File: src/rtl/eth_frame_serializer_if.sv
// Parallel frame bundle in, byte stream out, plus status. The master side is
// the packet generator / sink environment; the slave side is the serializer.
interface eth_frame_serializer_if #(
    parameter int MAX_PAY = 64
);
    // Parallel frame side
    logic                   frm_valid;
    logic                   frm_ready;
    logic [55:0]            preamble;
    logic [7:0]             sfd;
    logic [47:0]            da;
    logic [47:0]            sa;
    logic [15:0]            len;
    logic [8*MAX_PAY-1:0]   payload;
    logic [31:0]            crc;

    // Byte stream side
    logic [7:0]             tx_data;
    logic                   tx_valid;
    logic                   tx_ready;
    logic                   tx_sop;
    logic                   tx_eop;

    // Status
    logic                   len_err;
    logic [15:0]            frm_cnt;

    modport master (
        output frm_valid, preamble, sfd, da, sa, len, payload, crc, tx_ready,
        input  frm_ready, tx_data, tx_valid, tx_sop, tx_eop, len_err, frm_cnt
    );

    modport slave (
        input  frm_valid, preamble, sfd, da, sa, len, payload, crc, tx_ready,
        output frm_ready, tx_data, tx_valid, tx_sop, tx_eop, len_err, frm_cnt
    );
endinterface

File: src/rtl/eth_frame_serializer.sv
// Serializes one captured Ethernet frame (preamble, SFD, DA, SA, length,
// clamped payload, CRC) into a byte-wide valid/ready stream, MSB byte first
// within every field. The CRC is forwarded untouched.
module eth_frame_serializer #(
    parameter int MAX_PAY = 64
) (
    input  logic                    clk,
    input  logic                    rst,   // synchronous, active-low
    eth_frame_serializer_if.slave   bus
);
    localparam int PW = 8 * MAX_PAY;

    typedef enum logic [2:0] {
        IDLE, PRE, SFD, DA, SA, LEN, PAY, CRC
    } state_t;

    state_t         state_q, state_d;
    logic [6:0]     cnt_q, cnt_d;      // byte index within the current field
    logic [6:0]     last_idx;          // index of the current field's last byte

    // Shadow copies of the frame; each multi-byte field shifts left as it is
    // sent so its top byte is always the one on the wire.
    logic [55:0]    pre_q;
    logic [7:0]     sfd_q;
    logic [47:0]    da_q;
    logic [47:0]    sa_q;
    logic [15:0]    len_q;
    logic [PW-1:0]  pay_q;
    logic [31:0]    crc_q;
    logic [6:0]     plen_q;            // clamped payload byte count P

    logic           capture;
    logic           fire;
    logic           over_len;
    logic           frm_ready_c;
    logic           tx_valid_c;
    logic           tx_sop_c;
    logic           tx_eop_c;
    logic [7:0]     tx_byte;
    logic           len_err_q;
    logic [15:0]    frm_cnt_q;

    assign over_len = bus.len > 16'(MAX_PAY);
    assign capture  = frm_ready_c && bus.frm_valid;
    assign fire     = tx_valid_c && bus.tx_ready;

    // Next-state, byte select and stream qualifiers for the field sequencer.
    // NOTE: every output of this block gets a default first, so no path leaves
    // a signal unassigned and no latch is inferred.
    always_comb begin
        state_d     = state_q;
        cnt_d       = cnt_q;
        frm_ready_c = 1'b0;
        tx_valid_c  = 1'b0;
        tx_byte     = 8'h00;
        last_idx    = 7'd0;

        case (state_q)
            IDLE: begin
                frm_ready_c = 1'b1;
                if (bus.frm_valid) begin
                    state_d = PRE;
                    cnt_d   = 7'd0;
                end
            end
            PRE: begin
                tx_byte  = pre_q[55:48];
                last_idx = 7'd6;
            end
            SFD: begin
                tx_byte  = sfd_q;
                last_idx = 7'd0;
            end
            DA: begin
                tx_byte  = da_q[47:40];
                last_idx = 7'd5;
            end
            SA: begin
                tx_byte  = sa_q[47:40];
                last_idx = 7'd5;
            end
            LEN: begin
                tx_byte  = len_q[15:8];
                last_idx = 7'd1;
            end
            PAY: begin
                tx_byte  = pay_q[PW-1 -: 8];
                last_idx = plen_q - 7'd1;  // PAY is only entered with P > 0
            end
            CRC: begin
                tx_byte  = crc_q[31:24];
                last_idx = 7'd3;
            end
            default: begin
                state_d = IDLE;
            end
        endcase

        if (state_q != IDLE) begin
            tx_valid_c = 1'b1;
            if (bus.tx_ready) begin
                if (cnt_q == last_idx) begin
                    cnt_d = 7'd0;
                    case (state_q)
                        PRE:     state_d = SFD;
                        SFD:     state_d = DA;
                        DA:      state_d = SA;
                        SA:      state_d = LEN;
                        LEN:     state_d = (plen_q == 7'd0) ? CRC : PAY;
                        PAY:     state_d = CRC;
                        default: state_d = IDLE;
                    endcase
                end else begin
                    cnt_d = cnt_q + 7'd1;
                end
            end
        end
    end

    assign tx_sop_c = (state_q == PRE) && (cnt_q == 7'd0);
    assign tx_eop_c = (state_q == CRC) && (cnt_q == 7'd3);

    // Control state: sequencer, length-error pulse and sent-frame counter.
    // NOTE: sequential state uses non-blocking assignments so every register
    // samples the pre-edge values regardless of statement order.
    always_ff @(posedge clk) begin
        if (!rst) begin
            state_q   <= IDLE;
            cnt_q     <= 7'd0;
            len_err_q <= 1'b0;
            frm_cnt_q <= 16'd0;
        end else begin
            state_q   <= state_d;
            cnt_q     <= cnt_d;
            len_err_q <= capture && over_len;
            if (fire && tx_eop_c) begin
                frm_cnt_q <= frm_cnt_q + 16'd1;
            end
        end
    end

    // Shadow field registers: load on capture, shift out as bytes are taken.
    // NOTE: this datapath carries no reset; it is only observed once the
    // sequencer leaves IDLE, which always follows a fresh load.
    always_ff @(posedge clk) begin
        if (capture) begin
            pre_q  <= bus.preamble;
            sfd_q  <= bus.sfd;
            da_q   <= bus.da;
            sa_q   <= bus.sa;
            len_q  <= bus.len;
            pay_q  <= bus.payload;
            crc_q  <= bus.crc;
            plen_q <= over_len ? 7'(MAX_PAY) : bus.len[6:0];
        end else if (fire) begin
            case (state_q)
                PRE:     pre_q <= {pre_q[47:0], 8'h00};
                DA:      da_q  <= {da_q[39:0], 8'h00};
                SA:      sa_q  <= {sa_q[39:0], 8'h00};
                LEN:     len_q <= {len_q[7:0], 8'h00};
                PAY:     pay_q <= {pay_q[PW-9:0], 8'h00};
                CRC:     crc_q <= {crc_q[23:0], 8'h00};
                default: ;
            endcase
        end
    end

    assign bus.frm_ready = frm_ready_c;
    assign bus.tx_valid  = tx_valid_c;
    assign bus.tx_data   = tx_byte;
    assign bus.tx_sop    = tx_sop_c;
    assign bus.tx_eop    = tx_eop_c;
    assign bus.len_err   = len_err_q;
    assign bus.frm_cnt   = frm_cnt_q;
endmodule

File: src/flat_wrapper.sv
// flat-port wrapper written by rule: the top's interface ports become plain ports
module eth_frame_serializer_flat 
#(
    parameter int MAX_PAY = 64
)
  (clk, rst, bus_frm_valid, bus_preamble, bus_sfd, bus_da, bus_sa, bus_len, bus_payload, bus_crc, bus_tx_ready, bus_frm_ready, bus_tx_data, bus_tx_valid, bus_tx_sop, bus_tx_eop, bus_len_err, bus_frm_cnt);
  eth_frame_serializer_if #(.MAX_PAY(MAX_PAY)) bus_i ();
  input  logic clk;
  input  logic rst;
  input wire logic [$bits(bus_i.frm_valid)-1:0] bus_frm_valid;
  input wire logic [$bits(bus_i.preamble)-1:0] bus_preamble;
  input wire logic [$bits(bus_i.sfd)-1:0] bus_sfd;
  input wire logic [$bits(bus_i.da)-1:0] bus_da;
  input wire logic [$bits(bus_i.sa)-1:0] bus_sa;
  input wire logic [$bits(bus_i.len)-1:0] bus_len;
  input wire logic [$bits(bus_i.payload)-1:0] bus_payload;
  input wire logic [$bits(bus_i.crc)-1:0] bus_crc;
  input wire logic [$bits(bus_i.tx_ready)-1:0] bus_tx_ready;
  output wire logic [$bits(bus_i.frm_ready)-1:0] bus_frm_ready;
  output wire logic [$bits(bus_i.tx_data)-1:0] bus_tx_data;
  output wire logic [$bits(bus_i.tx_valid)-1:0] bus_tx_valid;
  output wire logic [$bits(bus_i.tx_sop)-1:0] bus_tx_sop;
  output wire logic [$bits(bus_i.tx_eop)-1:0] bus_tx_eop;
  output wire logic [$bits(bus_i.len_err)-1:0] bus_len_err;
  output wire logic [$bits(bus_i.frm_cnt)-1:0] bus_frm_cnt;
  assign bus_i.frm_valid = bus_frm_valid;
  assign bus_i.preamble = bus_preamble;
  assign bus_i.sfd = bus_sfd;
  assign bus_i.da = bus_da;
  assign bus_i.sa = bus_sa;
  assign bus_i.len = bus_len;
  assign bus_i.payload = bus_payload;
  assign bus_i.crc = bus_crc;
  assign bus_i.tx_ready = bus_tx_ready;
  assign bus_frm_ready = bus_i.frm_ready;
  assign bus_tx_data = bus_i.tx_data;
  assign bus_tx_valid = bus_i.tx_valid;
  assign bus_tx_sop = bus_i.tx_sop;
  assign bus_tx_eop = bus_i.tx_eop;
  assign bus_len_err = bus_i.len_err;
  assign bus_frm_cnt = bus_i.frm_cnt;
  eth_frame_serializer #(.MAX_PAY(MAX_PAY)) u_core (.clk(clk), .rst(rst), .bus(bus_i));
endmodule
File: config.mk
export PLATFORM = sky130hd
export DESIGN_NAME = eth_frame_serializer_flat
export DESIGN_NICKNAME = d
export VERILOG_FILES = /design/src/rtl/eth_frame_serializer_if.sv /design/src/rtl/eth_frame_serializer.sv /design/src/flat_wrapper.sv
export SDC_FILE = /design/constraint.sdc
export NUM_CORES = 1
export LEC_CHECK = 0
export ABC_AREA = 1
export CORE_MARGIN = 1
export CORE_UTILIZATION = 35
export DETAILED_ROUTE_END_ITERATION = 10
export GPL_TIMING_DRIVEN = 0
export HOLD_SLACK_MARGIN = 0.03
export SLEW_MARGIN = 20
export SYNTH_ARGS = -nofsm -noshare
export SYNTH_HDL_FRONTEND = slang
export SYNTH_SLANG_ARGS = --single-unit
File: constraint.sdc
create_clock -name clk -period 53.4 [get_ports clk]
set_input_delay 16.02 -clock clk [delete_from_list [all_inputs] [get_ports clk]]
set_output_delay 16.02 -clock clk [all_outputs]
set_load 0.1 [all_outputs]
==> impl_metrics.csv, run 1 <==
group,metric,value,unit
detailed_routing,vias,25378,
clock_tree,cts.sinks,754,
worst_setup_path,cp-start-kind,"register",
detailed_routing,viasPerCell,4.582,
clock_tree,ctsHtreeMaxLevel,3,
finish,fin_area,45460,um2
floorplan,start_util,35.45,%
synthesis,ys_warn_count,0,
synthesis,ys_seq_elements,754,
min_path,hold_path_class,"register to register",
pwr,p_leak,19.24,nW
place,io_buffers,752,
finish,drive_above_1_share,6.213,%
synthesis,synth_nets,4059,
worst_setup_path,worstPathMaxFanout,9,
clock_tree,numCtsBuffers,83,
pwr,p_int,0.001632,W
synthesis,yosysTopAreaCellShare,66.88,%
pwr,p_sw,0.0008666,W
timing,layout_min_cycle_time,19970,ps
grt,antenna_found_initial,50,
pwr,ir_worst_vdd,0.00003057,V
grt,grt-ovfl-total,0,
pwr,combPwrFrac,33.2,%
place,dp_hpwl,79.74,mm
worst_setup_path,cp_data_required_time,37380,ps
floorplan,die_h,307.4,um
detailed_routing,wl_per_cell,18.63,um
floorplan,row_count,111,
grt,grt_use_total,21.47,%
timing,max_freq,0.05008,GHz
clock_tree,cts-root-buf,"clkbuf_16",
detailed_routing,drc,0,
timing,fin_crit_sh,37.39,%
synthesis,syn_avg_cell_area,9.811,um2
pwr,pwr-share-seq,43.8,%
synthesis,ys_seq_area_share,68.54,%
finish,fillerInstances,8476,
floorplan,io_pins,753,
clock_tree,clk_latency,660,ps
synthesis,synth_cell_types,35,
pwr,p_sw_share,34.68,%
clock_tree,ctsResizeCount,0,
detailed_routing,drtIter0Drc,2033,
clock_tree,cts_setup_buffers,0,
synthesis,syn-cell-area,32640,um2
timing,maxSlewHeadroom,26.50,%
worst_setup_path,worstSetupEndpointType,"output pin",
floorplan,die_w,307.4,um
finish,fin_nets,4931,
grt,grt_pass1_vias,25002,
timing,worst_pin_slew,1099,ps
detailed_routing,firstDrtPassIters,5,
pwr,power_density,54.97,nW/um2
detailed_routing,ant_nets,0,
detailed_routing,routed_wirelength,103.2,mm
timing,skew,26.48,ps
timing,setup_tns,0,ps
synthesis,yosys.area.top_type,"edfxtp_1",
floorplan,dieArea,94480,um2
synthesis,netlist_instances,3327,
worst_setup_path,crit_type,"register to output pin",
worst_setup_path,arrival,3950,ps
timing,maxSlewViolCount,0,
finish,regArea,22370,um2
timing,setup_viol,0,
grt,grt_max_degree,27,
floorplan,core_area,92080,um2
job,cap_violations,0,
grt,grt_pass1_wl,149.1,mm
status,outcome,"finished clean",
timing,hold_violations,0,
finish,multiInputGateArea,9253,um2
synthesis,synthTopCellsByArea,"edfxtp_1, nand2_1, dfxtp_1",
timing,grt_setup_unrepaired,"no",
clock_tree,cts_buffer_depth,3,
finish,syn_to_final_growth,39.28,%
clock_tree,path_clk_slew,70,ps
clock_tree,cts_tree,"built",
place,gp_congestion,0.8860,
clock_tree,hold_buffers,0,
pwr,clockPowerShare,23.0,%
place,dpl_cell_area,42710,um2
-- critical path, stage by stage, from the launching register on --
cell and delay [ps]:
dfxtp_1 390, inv_1 80, ha_1 200, nand2_1 200
clkinv_1 330, a22o_1 300, a221oi_1 570, nand4_1 160
clkdlybuf4s50_1 1040
-- power groups by stage --
stage	sequential [W]	clock [W]	combinational (W)
floorplan	0.00123	0	0.000486
global placement	0.00133	0	0.000748
detailed placement	0.00110	0	0.000836
CTS	0.00110	0.000584	0.000841
global route	0.00112	0.000607	0.000926
finish	0.00109	0.000574	0.000830
-- metrics by stage --
step / cells / hold WS, ps / worst slack (ps) / power, W / utilization, %
after global routing: 5536 / 527.3 / 33280 / 0.002649 / 49.36
after CTS: 5508 / 499.6 / 33340 / 0.002521 / 49.29
after detailed placement: 5357 / 496.5 / 33420 / 0.001940 / 46.38
after global placement: 5322 / 487.4 / 2209 / 0.002076 / 45.31
after floorplan: 3327 / 474.6 / 13440 / 0.001720 / -
final: 5539 / 496.6 / 33430 / 0.002499 / 49.37
-- metal layers --
metal / up-vias / part of all wire, % / GRT usage (%)
li1: 12554 / - / -
met1: 11752 / 40 / 25.97
met2: 835 / 49 / 36.00
met3: 205 / 7.5 / 5.746
met4: 32 / 3.6 / 9.140
met5: - / 0.20 / 0
-- layout by cell type (no fill, tap or decap), types with 27 or more instances in the layout --
cell type,netlist,final
diode_2,0,31
buf_2,76,76
edfxtp_1,727,727
dfxtp_1,27,27
buf_16,0,32
clkbuf_1,62,81
clkbuf_16,0,84
nand3_1,37,37
clkdlybuf4s50_1,0,752
nor2_1,80,80
nand2_1,2080,2080
inv_1,87,87
-- path summary, 6_finish.rpt --
| kind | cells past startpoint | slack, ps | from | end |
|---|---|---|---|---|
| hold reg to reg | 2 | 500 | u_core.pay_q[461] | u_core.pay_q[469] |
| setup reg to reg | 14 | 48960 | u_core.state_q[1] | u_core.pay_q[181] |
| setup / recovery | 8 | 33430 | u_core.state_q[1] | bus_tx_data[6] |
| hold / removal | 2 | 500 | u_core.pay_q[461] | u_core.pay_q[469] |
-- area by class of cell --
type | instances | area share, %
Multi-Input combinational cell | 2319 | 20.35
Clock inverter | 46 | 1.062
Buffer | 161 | 1.591
Clock buffer | 105 | 4.819
Tap cell | 1243 | 3.421
Sequential cell | 754 | 49.21
Timing Repair Buffer | 787 | 18.60
Antenna cell | 31 | 0.1706
Inverter | 93 | 0.7789
-- synthesized netlist by cell type, drive strengths merged --
cell type  number
nand2        2087
edfxtp        727
buf            99
inv            92
nor2           86
clkbuf         62
nand3          39
dfxtp          27
a21oi          20
nand4          20
nor3           14
o21ai          13
a221oi          8
a22o            8
ha              8
xor2            6
nor4            4
xnor2           3
a311o           1
clkinv          1
nand3b          1
o31ai           1
-- kinds of logic (layout without fill, tap and decap cells) --
group	after synthesis	after routing	share of synthesized area, %
XOR/XNOR	9	9	0.2415
AND/OR/NAND/NOR	2251	2251	26.61
flip-flops	754	754	68.54
adder cells (fa/ha/maj)	8	8	0.3067
other	0	31	0
buffers and inverters	254	1192	3.297
AO/OA/AOI/OAI	51	51	1.001
-- registers in the layout (all words and copies together), names as in the netlist --
register,count
u_core.bus.frm_cnt,16
u_core.sfd_q,8
u_core.cnt_q,7
u_core.state_q,3
u_core.da_q,48
u_core.bus.len_err,1
u_core.crc_q,32
u_core.sa_q,48
u_core.plen_q,7
u_core.len_q,16
u_core.pre_q,56
u_core.pay_q,512
Power figures use the tool's default switching activity.
==> run 2, diff against run 1 <==
==> constraint.sdc (replaced) <==
create_clock -name clk -period 19.98 [get_ports clk]
set_input_delay 5.994 -clock clk [delete_from_list [all_inputs] [get_ports clk]]
set_output_delay 5.994 -clock clk [all_outputs]
set_load 0.1 [all_outputs]
==> impl_metrics.csv, run 2 (same netlist as run 1, synthesis figures left out) <==
group,metric,value,unit
status,outcome,"finished clean",
clock_tree,cts-root-buf,"clkbuf_16",
clock_tree,cts_tree,"built",
timing,maxSlewHeadroom,27.38,%
grt,grt_pass1_wl,149.1,mm
place,gp_congestion,0.8777,
finish,top_register,"u_core.pay_q",
worst_setup_path,reg2reg_slack,15460,ps
job,cap_violations,0,
detailed_routing,firstDrtPassIters,7,
timing,grt_setup_unrepaired,"no",
finish,reg_top3,"u_core.pay_q (512), u_core.pre_q (56)",
detailed_routing,wl_per_cell,18.67,um
min_path,hold_path.startpoint,"u_core.bus.frm_cnt[15]",
finish,drive_above_1_share,6.213,%
clock_tree,numCtsBuffers,83,
timing,setup_tns,0,ps
grt,grt_max_degree,26,
detailed_routing,routed_wirelength,103.2,mm
worst_setup_path,cp_slowest_stage_delay,1060,ps
finish,largest_reg_flops,512,
detailed_routing,viasPerCell,4.584,
detailed_routing,vias,25331,
timing,worst_pin_slew,1086,ps
finish,final_common_cell,"nand2_1",
grt,grt_pass1_vias,24826,
pwr,power,0.006625,W
clock_tree,cts_setup_buffers,0,
timing,max_freq,0.1017,GHz
floorplan,row_count,111,
worst_setup_path,cp_data_required_time,13990,ps
floorplan,start_util,35.45,%
timing,hold_violations,0,
min_path,holdPathEnd,"u_core.bus.frm_cnt[15]",
timing,setup_viol,0,
finish,syn_to_final_growth,38.95,%
clock_tree,ctsHtreeMaxLevel,3,
clock_tree,cts.sinks,754,
finish,fin_nets,4931,
worst_setup_path,r2r-start,"u_core.state_q[0]",
worst_setup_path,crit_type,"register to output pin",
place,dp_hpwl,80.27,mm
place,io_buffers,752,
worst_setup_path,worstSetupEndpointType,"output pin",
worst_setup_path,path_cells,"inv_1 -> ha_1 -> buf_4 -> nand2_1 -> inv_1 -> buf_4 -> buf_6 -> a22o_1 -> a221oi_1 -> nand4_1 -> clkdlybuf4s50_1",
worst_setup_path,cp-start-kind,"register",
grt,antenna_found_initial,27,
floorplan,core_area,92080,um2
floorplan,die_w,307.4,um
pwr,ir_worst_vdd,0.00006923,V
finish,mostFrequentLayoutCells,"nand2_1, clkdlybuf4s50_1, edfxtp_1",
worst_setup_path,timing.rr.end,"u_core.pay_q[315]",
floorplan,dieArea,94480,um2
detailed_routing,drc,0,
clock_tree,cts_buffer_depth,3,
timing,fin_crit_sh,49.22,%
timing,layout_min_cycle_time,9835,ps
clock_tree,path_clk_slew,60,ps
worst_setup_path,crit_start,"u_core.state_q[0]",
worst_setup_path,rr_worst_depth,14,
clock_tree,clk_latency,640,ps
grt,grt-ovfl-total,0,
worst_setup_path,critPathSlowestCell,"clkdlybuf4s50_1",
clock_tree,ctsResizeCount,0,
detailed_routing,drtIter0Drc,1955,
min_path,hold_path_class,"register to register",
detailed_routing,ant_nets,0,
clock_tree,hold_buffers,0,
floorplan,die_h,307.4,um
floorplan,io_pins,753,
pwr,p_leak,19.21,nW
timing,maxSlewViolCount,0,
timing,skew,24.97,ps
worst_setup_path,worstPathMaxFanout,10,
grt,grt_use_total,21.28,%
worst_setup_path,arrival,3840,ps
pwr,power_density,146.1,nW/um2
min_path,whs_path_depth,2,
run 2: cell types whose count changed in the layout (fill, tap and decap cells not counted):
cell	change
clkinv_4	+1
clkinvlp_4	-1
inv_8	+1
diode_2	-13
inv_6	+4
clkinv_16	+1
bufinv_16	-3
inv_16	-2
clkinv_1	+4
clkbuf_1	-4
clkbuf_16	-1
run 2: layout make-up:
| type | instances | area [um2] |
|---|---|---|
| tap | 1243 | 1555 |
| sequential | 754 | 22370 |
| clock buffer | 100 | 2151 |
| fill | 8511 | 46730 |
| clock inverter | 51 | 445.4 |
| timing repair buffer | 787 | 8454 |
| multi-input combinational | 2319 | 9253 |
| antenna | 18 | 45.04 |
| inverter | 93 | 354.1 |
| buffer | 161 | 723.2 |
run 2: where the power goes:
group	total [W]	switching, W	internal (W)
clock network	0.00148	0.000654	0.000828
registers	0.00292	0.000183	0.00274
logic	0.00222	0.00147	0.000746
run 2: critical path, delay by kind of cell (launching register included):
kind	cells	cell delay (ps)
simple gates	2	290
buf+inv	6	1710
flops	1	360
compound gates	2	630
fa+ha+maj	1	200
run 2: how the worst max path moves through the flow:
stage | slack (ps) | end
floorplan | 5160 | u_core.pay_q[0]
detailed placement | 9880 | u_core.pay_q[217]
finish | 10150 | bus_tx_data[4]
global route | 10000 | bus_tx_data[5]
CTS | 10080 | bus_tx_data[5]
global placement | 650 | u_core.pay_q[209]
run 2: routing by layer:
metal / track usage, % / vias to the layer above / part of all wire, %
met2: 36.90 / 850 / 50
met3: 4.219 / 154 / 7.0
li1: - / 12542 / -
met1: 26.54 / 11769 / 41
met4: 6.792 / 16 / 2.3
met5: 0 / - / 0.10
run 2: per-stage QoR:
step / setup slack [ps] / std cells / instance area, um2 / hold WS (ps) / util (%)
2_1_floorplan: 5160 / 3327 / 32650 / 474.6 / -
3_3_place_gp: 654.5 / 5322 / 41730 / 487.1 / 45.32
3_5_place_dp: 9884 / 5357 / 42710 / 494.7 / 46.38
4_1_cts: 10080 / 5508 / 45310 / 509.6 / 49.20
5_1_grt: 10000 / 5524 / 45350 / 520.7 / 49.25
6_report: 10150 / 5526 / 45350 / 505.2 / 49.25
==> run 3, diff against run 2 <==
==> constraint.sdc (replaced) <==
create_clock -name clk -period 9.6 [get_ports clk]
set_input_delay 2.88 -clock clk [delete_from_list [all_inputs] [get_ports clk]]
set_output_delay 2.88 -clock clk [all_outputs]
set_load 0.1 [all_outputs]
==> impl_metrics.csv, run 3 (same netlist as run 1, synthesis figures left out) <==
group,metric,value,unit
clock_tree,cts_buffer_depth,3,
grt,grt_use_total,21.26,%
detailed_routing,drtIter0Drc,1603,
place,io_buffers,752,
clock_tree,ctsResizeCount,0,
grt,grt_pass1_vias,24849,
floorplan,row_count,111,
worst_setup_path,arrival,3980,ps
clock_tree,numCtsBuffers,84,
floorplan,core_area,92080,um2
job,cap_violations,0,
status,outcome,"finished clean",
grt,antenna_found_initial,51,
clock_tree,cts-root-buf,"clkbuf_16",
clock_tree,cts_tree,"built",
floorplan,dieArea,94480,um2
worst_setup_path,worstSetupEndpointType,"output pin",
clock_tree,ctsHtreeMaxLevel,3,
grt,grt-ovfl-total,0,
finish,final_util,49.77,%
timing,grt_setup_unrepaired,"no",
detailed_routing,viasPerCell,4.567,
pwr,power_density,309.9,nW/um2
worst_setup_path,cp_data_required_time,6720,ps
floorplan,die_h,307.4,um
timing,setup_viol,0,
grt,grt_max_degree,26,
detailed_routing,routed_wirelength,103.2,mm
clock_tree,clk_latency,640,ps
floorplan,die_w,307.4,um
min_path,hold_path_class,"register to register",
finish,reg_top3,"u_core.pay_q (512), u_core.pre_q (56)",
place,gp_congestion,0.8899,
timing,layout_min_cycle_time,6856,ps
detailed_routing,firstDrtPassIters,7,
clock_tree,cts.sinks,754,
floorplan,start_util,35.45,%
clock_tree,hold_buffers,0,
finish,top_register,"u_core.pay_q",
grt,grt_pass1_wl,148.0,mm
place,dp_hpwl,80.27,mm
finish,syn_to_final_growth,40.40,%
worst_setup_path,cp-start-kind,"register",
timing,worst_pin_slew,1091,ps
clock_tree,cts_setup_buffers,0,
pwr,ir_worst_vdd,0.0001491,V
pwr,p_leak,19.42,nW
worst_setup_path,worstPathMaxFanout,9,
finish,final_common_cell,"nand2_1",
finish,mostFrequentLayoutCells,"nand2_1, clkdlybuf4s50_1, edfxtp_1",
finish,fin_nets,4932,
timing,fin_crit_sh,71.41,%
detailed_routing,drc,0,
timing,max_freq,0.1459,GHz
worst_setup_path,crit_type,"register to output pin",
timing,maxSlewHeadroom,27.06,%
timing,maxSlewViolCount,0,
pwr,power,0.01420,W
detailed_routing,wl_per_cell,18.59,um
clock_tree,path_clk_slew,70,ps
timing,skew,35.62,ps
detailed_routing,ant_nets,0,
detailed_routing,vias,25341,
timing,hold_violations,0,
finish,largest_reg_flops,512,
finish,fillerInstances,8492,
floorplan,io_pins,753,
finish,drive_above_1_share,6.557,%
run 3: layout make-up:
| class | count | area (um2) | share of cell area (%) |
|---|---|---|---|
| well taps | 1243 | 1555 | 3.394 |
| repair buffers | 787 | 8467 | 18.48 |
| clock buffers | 99 | 2190 | 4.778 |
| diodes | 36 | 90.09 | 0.1966 |
| flip-flops and latches | 754 | 22370 | 48.82 |
| multi-input cells | 2319 | 9253 | 20.19 |
| clock inverters | 57 | 822.0 | 1.794 |
| plain buffers | 161 | 723.2 | 1.578 |
| inverters | 93 | 354.1 | 0.7727 |
run 3: final timing paths:
kind	start	end	slack (ps)	cells past startpoint
setup / recovery	u_core.state_q[0]	bus_tx_data[2]	2740	8
hold / removal	u_core.pre_q[0]	u_core.pre_q[8]	500	2
setup reg to reg	u_core.state_q[0]	u_core.pay_q[223]	5000	15
hold reg to reg	u_core.pre_q[0]	u_core.pre_q[8]	500	2
run 3: report_power, final:
group | switching, W | leakage (nW) | internal, W
clock network | 0.00139 | 1.47 | 0.00213
registers | 0.000380 | 7.24 | 0.00571
logic | 0.00304 | 10.7 | 0.00156
total | 0.00481 | 19.4 | 0.00940
run 3: layer usage:
| metal | vias to the layer above | wire (um) | global-route usage [%] | share of wire, % |
|---|---|---|---|---|
| met1 | 11709 | 40310 | 25.54 | 39 |
| met3 | 186 | 8096 | 5.567 | 7.8 |
| met2 | 845 | 50950 | 35.72 | 49 |
| met4 | 32 | 3590 | 9.568 | 3.5 |
| met5 | - | 216 | 0 | 0.21 |
| li1 | 12569 | - | - | - |
run 3: worst max-delay path, stage by stage (launching register included):
cell	delay (ps)
dfxtp_1	360
inv_1	90
ha_1	220
nand2_1	210
clkinv_1	310
a22o_1	300
a221oi_1	600
nand4_1	190
clkdlybuf4s50_1	1040
run 3: through the flow:
stage / setup TNS [ps] / std cells / setup slack (ps) / hold slack (ps) / cell area, um2
2_1_floorplan: -1064670 / 3327 / -2079 / 474.6 / 32650
3_3_place_gp: -3329920 / 5322 / -6513 / 486.9 / 41730
3_5_place_dp: 0 / 5357 / 2549 / 498.1 / 42720
4_1_cts: 0 / 5513 / 2709 / 506.0 / 45740
5_1_grt: 0 / 5542 / 2577 / 526.6 / 45810
6_report: 0 / 5549 / 2744 / 496.1 / 45830
